File: src/rtl/armips_run_ctrl_pkg.sv
// Shared types and defaults for the ARM/MIPS run/step controller.
// Latency: n/a (types and constants only).
// Backpressure: n/a.
package armips_run_ctrl_pkg;

    typedef enum logic [1:0] {
        S_RST  = 2'b00,
        S_HALT = 2'b01,
        S_STEP = 2'b10,
        S_RUN  = 2'b11
    } run_state_t;

    // 10 ms at 50 MHz
    localparam int DEBOUNCE_CYCLES_DEF   = 500000;
    localparam int RESET_HOLD_CYCLES_DEF = 16;

endpackage

File: src/rtl/run_ctrl_debounce.sv
// Push-button conditioner: 2-FF synchronizer, stability filter, rising-edge press pulse.
// Latency: press is high 2 + DEBOUNCE_CYCLES cycles after the raw level settles.
// Backpressure: none; a press is a single-cycle pulse that the consumer must take or lose.
module run_ctrl_debounce
    import armips_run_ctrl_pkg::*;
#(
    parameter int DEBOUNCE_CYCLES = DEBOUNCE_CYCLES_DEF
) (
    input  logic clk,
    input  logic rst_n,
    input  logic btn,
    output logic press
);

    localparam int CW = (DEBOUNCE_CYCLES > 1) ? $clog2(DEBOUNCE_CYCLES) : 1;
    localparam logic [CW-1:0] CNT_LAST = CW'(DEBOUNCE_CYCLES - 1);

    logic          sync1;
    logic          sync2;
    logic          level;
    logic          level_q;
    logic [CW-1:0] cnt;

    // Bring the raw button into the clk domain.
    always_ff @(posedge clk or negedge rst_n) begin
        if (!rst_n) begin
            sync1 <= 1'b0;
            sync2 <= 1'b0;
        end else begin
            sync1 <= btn;
            sync2 <= sync1;
        end
    end

    // Accept a new level only after it has differed from the current one for
    // DEBOUNCE_CYCLES consecutive samples; a sample matching the old level restarts.
    always_ff @(posedge clk or negedge rst_n) begin
        if (!rst_n) begin
            level <= 1'b0;
            cnt   <= '0;
        end else if (sync2 == level) begin
            cnt <= '0;
        end else if (cnt == CNT_LAST) begin
            level <= sync2;
            cnt   <= '0;
        end else begin
            cnt <= cnt + CW'(1);
        end
    end

    // Delayed copy of the debounced level for edge detection.
    always_ff @(posedge clk or negedge rst_n) begin
        if (!rst_n) begin
            level_q <= 1'b0;
        end else begin
            level_q <= level;
        end
    end

    assign press = level & ~level_q;

endmodule

File: src/rtl/armips_run_controller.sv
// Run/halt/single-step/soft-reset sequencer for the ARM/MIPS core plus display latch;
// optional executed-cycle counter under ARMIPS_RUN_CTRL_CYCLE_CNT_EN.
// Latency: state and outputs update on the edge after a debounced press; no backpressure.
module armips_run_controller
    import armips_run_ctrl_pkg::*;
#(
    parameter int DEBOUNCE_CYCLES   = DEBOUNCE_CYCLES_DEF,
    parameter int RESET_HOLD_CYCLES = RESET_HOLD_CYCLES_DEF,
    parameter int CNT_W             = 32
) (
    input  logic              clk,
    input  logic              reset,
    input  logic              btn_run,
    input  logic              btn_step,
    input  logic              btn_rst,
    input  logic [31:0]       inst,
    output logic              cpu_halt,
    output logic              cpu_reset,
    output logic [31:0]       inst_shown,
    output logic [1:0]        state
`ifdef ARMIPS_RUN_CTRL_CYCLE_CNT_EN
   ,output logic [CNT_W-1:0]  cycle_count
`endif
);

    localparam int HW = (RESET_HOLD_CYCLES > 1) ? $clog2(RESET_HOLD_CYCLES) : 1;
    localparam logic [HW-1:0] HOLD_LAST = HW'(RESET_HOLD_CYCLES - 1);

    logic       run_press;
    logic       step_press;
    logic       rst_press;
    run_state_t state_q;
    run_state_t state_d;
    logic [HW-1:0] hold_cnt;

    run_ctrl_debounce #(.DEBOUNCE_CYCLES(DEBOUNCE_CYCLES)) u_db_run (
        .clk   (clk),
        .rst_n (reset),
        .btn   (btn_run),
        .press (run_press)
    );

    run_ctrl_debounce #(.DEBOUNCE_CYCLES(DEBOUNCE_CYCLES)) u_db_step (
        .clk   (clk),
        .rst_n (reset),
        .btn   (btn_step),
        .press (step_press)
    );

    run_ctrl_debounce #(.DEBOUNCE_CYCLES(DEBOUNCE_CYCLES)) u_db_rst (
        .clk   (clk),
        .rst_n (reset),
        .btn   (btn_rst),
        .press (rst_press)
    );

    // Next-state logic; soft reset beats run, run beats step.
    always_comb begin
        state_d = state_q;
        if (rst_press) begin
            state_d = S_RST;
        end else begin
            case (state_q)
                S_RST:  if (hold_cnt == HOLD_LAST) state_d = S_HALT;
                S_HALT: begin
                    if (run_press)       state_d = S_RUN;
                    else if (step_press) state_d = S_STEP;
                end
                S_STEP: state_d = S_HALT;
                S_RUN:  if (run_press) state_d = S_HALT;
                default: state_d = S_RST;
            endcase
        end
    end

    // State register with Moore outputs registered from the next state, so
    // outputs always match the state they decode.
    always_ff @(posedge clk or negedge reset) begin
        if (!reset) begin
            state_q   <= S_RST;
            cpu_reset <= 1'b1;
            cpu_halt  <= 1'b1;
        end else begin
            state_q   <= state_d;
            cpu_reset <= (state_d == S_RST);
            cpu_halt  <= (state_d == S_RST) || (state_d == S_HALT);
        end
    end

    // Reset hold timer: counts while in S_RST, restarts on any fresh soft reset.
    always_ff @(posedge clk or negedge reset) begin
        if (!reset) begin
            hold_cnt <= '0;
        end else if (state_q == S_RST && !rst_press && hold_cnt != HOLD_LAST) begin
            hold_cnt <= hold_cnt + HW'(1);
        end else begin
            hold_cnt <= '0;
        end
    end

    // Display latch: follow the core while it executes, freeze when halted.
    always_ff @(posedge clk or negedge reset) begin
        if (!reset) begin
            inst_shown <= '0;
        end else if (state_d == S_RST) begin
            inst_shown <= '0;
        end else if (!cpu_halt) begin
            inst_shown <= inst;
        end
    end

`ifdef ARMIPS_RUN_CTRL_CYCLE_CNT_EN
    // Executed-cycle counter; wraps naturally at 2^CNT_W.
    always_ff @(posedge clk or negedge reset) begin
        if (!reset) begin
            cycle_count <= '0;
        end else if (state_d == S_RST) begin
            cycle_count <= '0;
        end else if (!cpu_halt) begin
            cycle_count <= cycle_count + CNT_W'(1);
        end
    end
`endif

    assign state = state_q;

endmodule

File: config.mk
export PLATFORM = sky130hd
export DESIGN_NAME = armips_run_controller
export DESIGN_NICKNAME = d
export VERILOG_FILES = /design/src/rtl/armips_run_ctrl_pkg.sv /design/src/rtl/run_ctrl_debounce.sv /design/src/rtl/armips_run_controller.sv
export SDC_FILE = /design/constraint.sdc
export NUM_CORES = 1
export LEC_CHECK = 0
export CAP_MARGIN = 20
export CORE_UTILIZATION = 49
export DETAILED_ROUTE_END_ITERATION = 12
export PLACE_DENSITY = 0.85
export SYNTH_ARGS = -nofsm -noshare
export SYNTH_HDL_FRONTEND = slang
export SYNTH_SLANG_ARGS = --single-unit
File: constraint.sdc
create_clock -name clk -period 1.8 [get_ports clk]
set_input_delay 0.18 -clock clk [delete_from_list [all_inputs] [get_ports clk]]
set_output_delay 0.18 -clock clk [all_outputs]
set_load 0.02 [all_outputs]
== Word level (Yosys, flattened, before mapping) ==
Index checks and enable logic that the tools add are counted.

* Muxes and demuxes: 15
* Add/subtract/negate cells: 4
* Reduce and logical (&&, ||, !) cells: 9
* Eq/ne operators: 13
* Bitwise gates (word level): 9

{| class="wikitable"
|+ Operators by type and width
! operator !! number
|-
| $mux 19 || 6
|-
| $mux 32 || 2
|-
| $add 19x1->19 const B || 3
|-
| $eq 19x19->1 const B || 3
|-
| $mux 2 || 5
|-
| $pmux 2 s4 || 1
|-
| $not 1->1 || 6
|-
| $reduce_and 2->1 || 3
|-
| $add 4x1->4 const B || 1
|-
| $eq 2x1->1 const B || 2
|-
| $eq 2x2->1 const B || 2
|-
| $eq 4x4->1 const B || 1
|-
| $logic_not 2->1 || 2
|-
| $mux 4 || 1
|-
| $ne 4x4->1 const B || 1
|-
| $and 1x1->1 || 3
|-
| $eq 1x1->1 || 3
|-
| $logic_and 1x1->1 || 2
|-
| $ne 2x1->1 const B || 1
|-
| $logic_not 1->1 || 1
|-
| $logic_or 1x1->1 || 1
|}

* Word-level logic and storage cells: 70
* Input port bits: 37
* Register bits: 109
* Output and inout bits: 36

== Longest topological paths before layout ==
* Word-level depth: 8
* Gate-level depth with buffers: 6
* Gate-level depth less buffers: 5

== Cells and area by module ==
A second synthesis with hierarchy kept.

* Cell total of the unflattened synthesis: 449
* Area total of the unflattened synthesis: 4956.0 sq um

{| class="wikitable"
|+ Modules (own cells, without submodules)
! module !! instances !! cells an instance !! area an instance (sq um) !! seq. area each (sq um)
|-
| run_ctrl_debounce || 3 || 107 || 1111.1 || 575.6
|-
| armips_run_controller || 1 || 128 || 1622.8 || 1003.5
|}

== Worst setup path after synthesis ==
No wires, ideal clock.

* Path kind: flip-flop to flip-flop
* Start: register u_db_rst.cnt[9]
* End: register u_db_rst.cnt[13]
* Data required time: 1.681 ns
* Path buffers: 1
* Clock period less this slack: 1.747 ns
* Library setup time: 0.119 ns
* Path slack: 0.053 ns
* Stages on the path, launching flop included: 6
* Data arrival time: 1.628 ns
* Path through: dfrtp_1 nor4b_2 nand4_1 o41ai_4 buf_6 nor2_1

* Cells in the longest elaborated chain, start to end: 3
* Elaborated cells between the ends (all ways): 4
* Classes of those cells: add/sub (1); eq/ne (1); mux (2)

{| class="wikitable"
|+ Ends and longest elaborated chain
! element !! RTL line !! RTL
|-
| from (decl) || run_ctrl_debounce.sv:22 || <nowiki>logic [CW-1:0] cnt;</nowiki>
|-
| from (signal assigned) || run_ctrl_debounce.sv:47 || <nowiki>cnt <= cnt + CW'(1);</nowiki>
|-
| $add 19x1->19 / $eq 19x19->1 (equally long branches) || run_ctrl_debounce.sv:47, run_ctrl_debounce.sv:43 ||
|-
| $mux 19 (*) || run_ctrl_debounce.sv:43 || <nowiki>end else if (cnt == CNT_LAST) begin</nowiki>
|-
| $mux 19 (*) || run_ctrl_debounce.sv:41 || <nowiki>end else if (sync2 == level) begin</nowiki>
|}

Mark *: on every way between the ends. The rest lies on a longest branch, timed or not.
A chain may end at the register's enable or synchronous reset.

== Worst setup path in the final report ==
* Start: register u_db_run.cnt[12]
* End: register u_db_run.level

* Cells in the longest elaborated chain, start to end: 2

{| class="wikitable"
|+ Ends and longest elaborated chain
! element !! RTL line !! RTL
|-
| from (decl) || run_ctrl_debounce.sv:22 ||
|-
| from (signal assigned) || run_ctrl_debounce.sv:47 ||
|-
| $eq 19x19->1 || run_ctrl_debounce.sv:43 ||
|-
| $reduce_and 2->1 (no source line) || -- ||
|-
| to (signal assigned) || run_ctrl_debounce.sv:44 || <nowiki>level <= sync2;</nowiki>
|-
| to (decl) || run_ctrl_debounce.sv:20 || <nowiki>logic level;</nowiki>
|}

Every way passes these cells.

==> reports/metrics.cfg <==
[placement]
dp.cells=662
placed_area_um2=5890
gp_congestion=0.839
dpl.hpwl_mm=7.13
io_buffers=72

[sta]
hold_violations=0
worstMarginPinSlew_ps=542
rsz0062_at_grt=yes
finalSetupTns_ps=0
finalMaxSlewViolations=0
setup_violations=0
min_period_over_period=0.977
fin_worst_skew_ps=11.8
maxSlewHeadroom=0.639
period_needed_ps=1760
fmax_mhz=568

[global_routing]
track_usage=0.200
grt_max_degree=43
grt.overflow.total=0
grt_pass1_wl_mm=16.1
antenna_found_initial=0
grt_pass1_vias=3611

[synth]
synth_nets=490
seq_area_frac_synth=0.559
synth_ff_type=dfrtp_1
synth_top_area_cell=dfrtp_1
synth_top_area_share=0.548
synth_cells=449
synth_edf_count=0
ys_types=46
synthTopCellsByCount=dfrtp_1 (107), nor2_1 (86), mux2i_1 (34)
ys_ff_latch=109
synth.most_common_cell=dfrtp_1
async_flop_share=1.00
synthesis.area_um2=4880
synth.area.top_cells=dfrtp_1 (55%), mux2i_1 (7.0%), nor2_1 (6.6%), xnor2_1 (5.4%), xor2_1 (2.5%)
avgSynthCellArea_um2=10.9
synth_warnings=0

[layout]
fillerInstances=751
postLayoutCoreUtil=0.634
fin_area_um2=6170
nets=584
n_antenna_cell=0
layout-drive-gt1-share=0.111
final_cells=681
area_growth_pct=26.4

[route]
totalWireLength_mm=9.93
vias=3678
vias_per_cell=5.40
ant_nets=0
drtIter0Drc=168
post_drt_wl_per_cell_um=14.6
drc=0
dr.pass1.iters=4

[setup_path]
path_max_fanout=4
reg2reg_slack_ps=40
reg2reg_to=u_db_run.level
rr_worst_depth=4
r2r-start=u_db_run.cnt[12]
worstSetupStartpointType=flip-flop
setup.worst_path.end_class=flip-flop
critical_path_class=reg2reg
required_ps=2050
arrival_ps=2010

[cts]
root_buffer=clkbuf_8
cts_tree=built
cts_made_buffers=9
clock_sinks=109
cts_max_level=3
clk_latency_ps=370
cts_max_path_buffers=2
clk_pin_slew_ps=90

[floorplan]
coreArea_um2=9730
die_area_um2=10400
initial_core_util=0.502
rows=36
ioPinCount=73
dieWidth_um=102
die_height_um=102

[power]
total_leakage_power_uw=0.00287
ir_drop_v=0.000366
powerDensity_nw_per_um2=671

[job]
cap_violations=0

[hold_path]
hp-start=btn_step
whs_path_depth=1
hold_end=u_db_step.sync1
hold_class=in2reg

[run_status]
status=finished, final reports clean

-- sequential cells by signal, summed over array words and instances, names as in the netlist --
name               cells
state                  2
u_db_rst.level         1
u_db_rst.cnt          19
u_db_run.sync1         1
inst_shown            32
u_db_step.level_q      1
u_db_step.sync1        1
u_db_step.cnt         19
u_db_step.sync2        1
u_db_run.sync2         1
u_db_rst.sync2         1
u_db_step.level        1
cpu_halt               1
u_db_rst.sync1         1
u_db_run.level         1
u_db_rst.level_q       1
u_db_run.cnt          19
cpu_reset              1
hold_cnt               4
u_db_run.level_q       1
-- report_power, final --
part	switching (µW)	internal, µW
logic	102	118
registers	25.7	2470
clock network	778	643
-- per-layer routing --
metal  GRT usage  share of wire
met4      0.0725          0.012
met2       0.341           0.50
met1       0.246           0.44
met3      0.0527          0.048
met5           0              0
-- cell usage in the layout, fill, tap and decap left out, types with 3 or more instances in the layout --
master,instances
dfrtp_1,106
nor2_1,86
clkdlybuf4s50_1,71
mux2i_1,34
xnor2_1,30
nand3_1,24
nand2_1,21
buf_4,20
nand4_1,15
xor2_1,14
a21oi_1,10
nor4_1,10
nor3_1,10
inv_1,9
clkbuf_8,9
o21ai_0,6
or3_1,6
and2_1,4
and4_1,4
or2_1,3
nor4b_2,3
nor4_2,3
mux2_2,3
clkbuf_1,3
-- worst max-delay path by stage --
stage,endpoint,depth (start not counted),start
floorplan,u_db_rst.cnt[13],5,u_db_rst.cnt[9]
global placement,u_db_rst.level,4,u_db_rst.cnt[9]
detailed placement,u_db_rst.level,4,u_db_rst.cnt[1]
CTS,u_db_run.level,4,u_db_run.cnt[12]
global route,u_db_run.level,4,u_db_run.cnt[12]
finish,u_db_run.level,4,u_db_run.cnt[12]
-- cell type report --
class	count	area (µm²)	share of cell area
Sequential cell	109	2730	0.443
Multi-Input combinational cell	318	2120	0.344
Timing Repair Buffer	96	933	0.151
Tap cell	133	166	0.0270
Clock buffer	12	135	0.0219
Clock inverter	4	50.0	0.00811
Inverter	9	33.8	0.00548
-- metrics by stage --
step	hold WS, ps	worst slack (ps)	power (µW)
6_report	244	40.7	4140
5_1_grt	220	-24.5	4310
4_1_cts	224	29.0	4170
3_5_place_dp	197	-80.1	2750
3_3_place_gp	189	71.6	2740
2_1_floorplan	-116	53.2	2590
-- kinds of logic after synthesis --
family                     count (synthesis)  synth area share
DFF                                      109             0.559
muxes                                     37            0.0766
buffers and inverters                     22            0.0197
and+or+nand+nor                          206             0.213
adders and majority gates                  4            0.0103
xor gates and xnor gates                  44            0.0789
AOI/OAI and AO/OA                         27            0.0420
-- critical path, stage by stage (launching register included) --
cell and delay, ps:
dfrtp_1 430, nor4_1 320, nand2_1 190, nor4_2 330
mux2_2 370
-- what timing repair did --
action / 4_1_cts / 5_1_grt
pin swaps: 1 / 3
hold endpoints to repair: 38 / 0
setup buffers: 0 / 2
hold buffers: 1 / 0
endpoints found under the setup margin: 2 / 25
gates resized for setup: 2 / 13
Note: power is estimated with default switching activity, not from simulation.
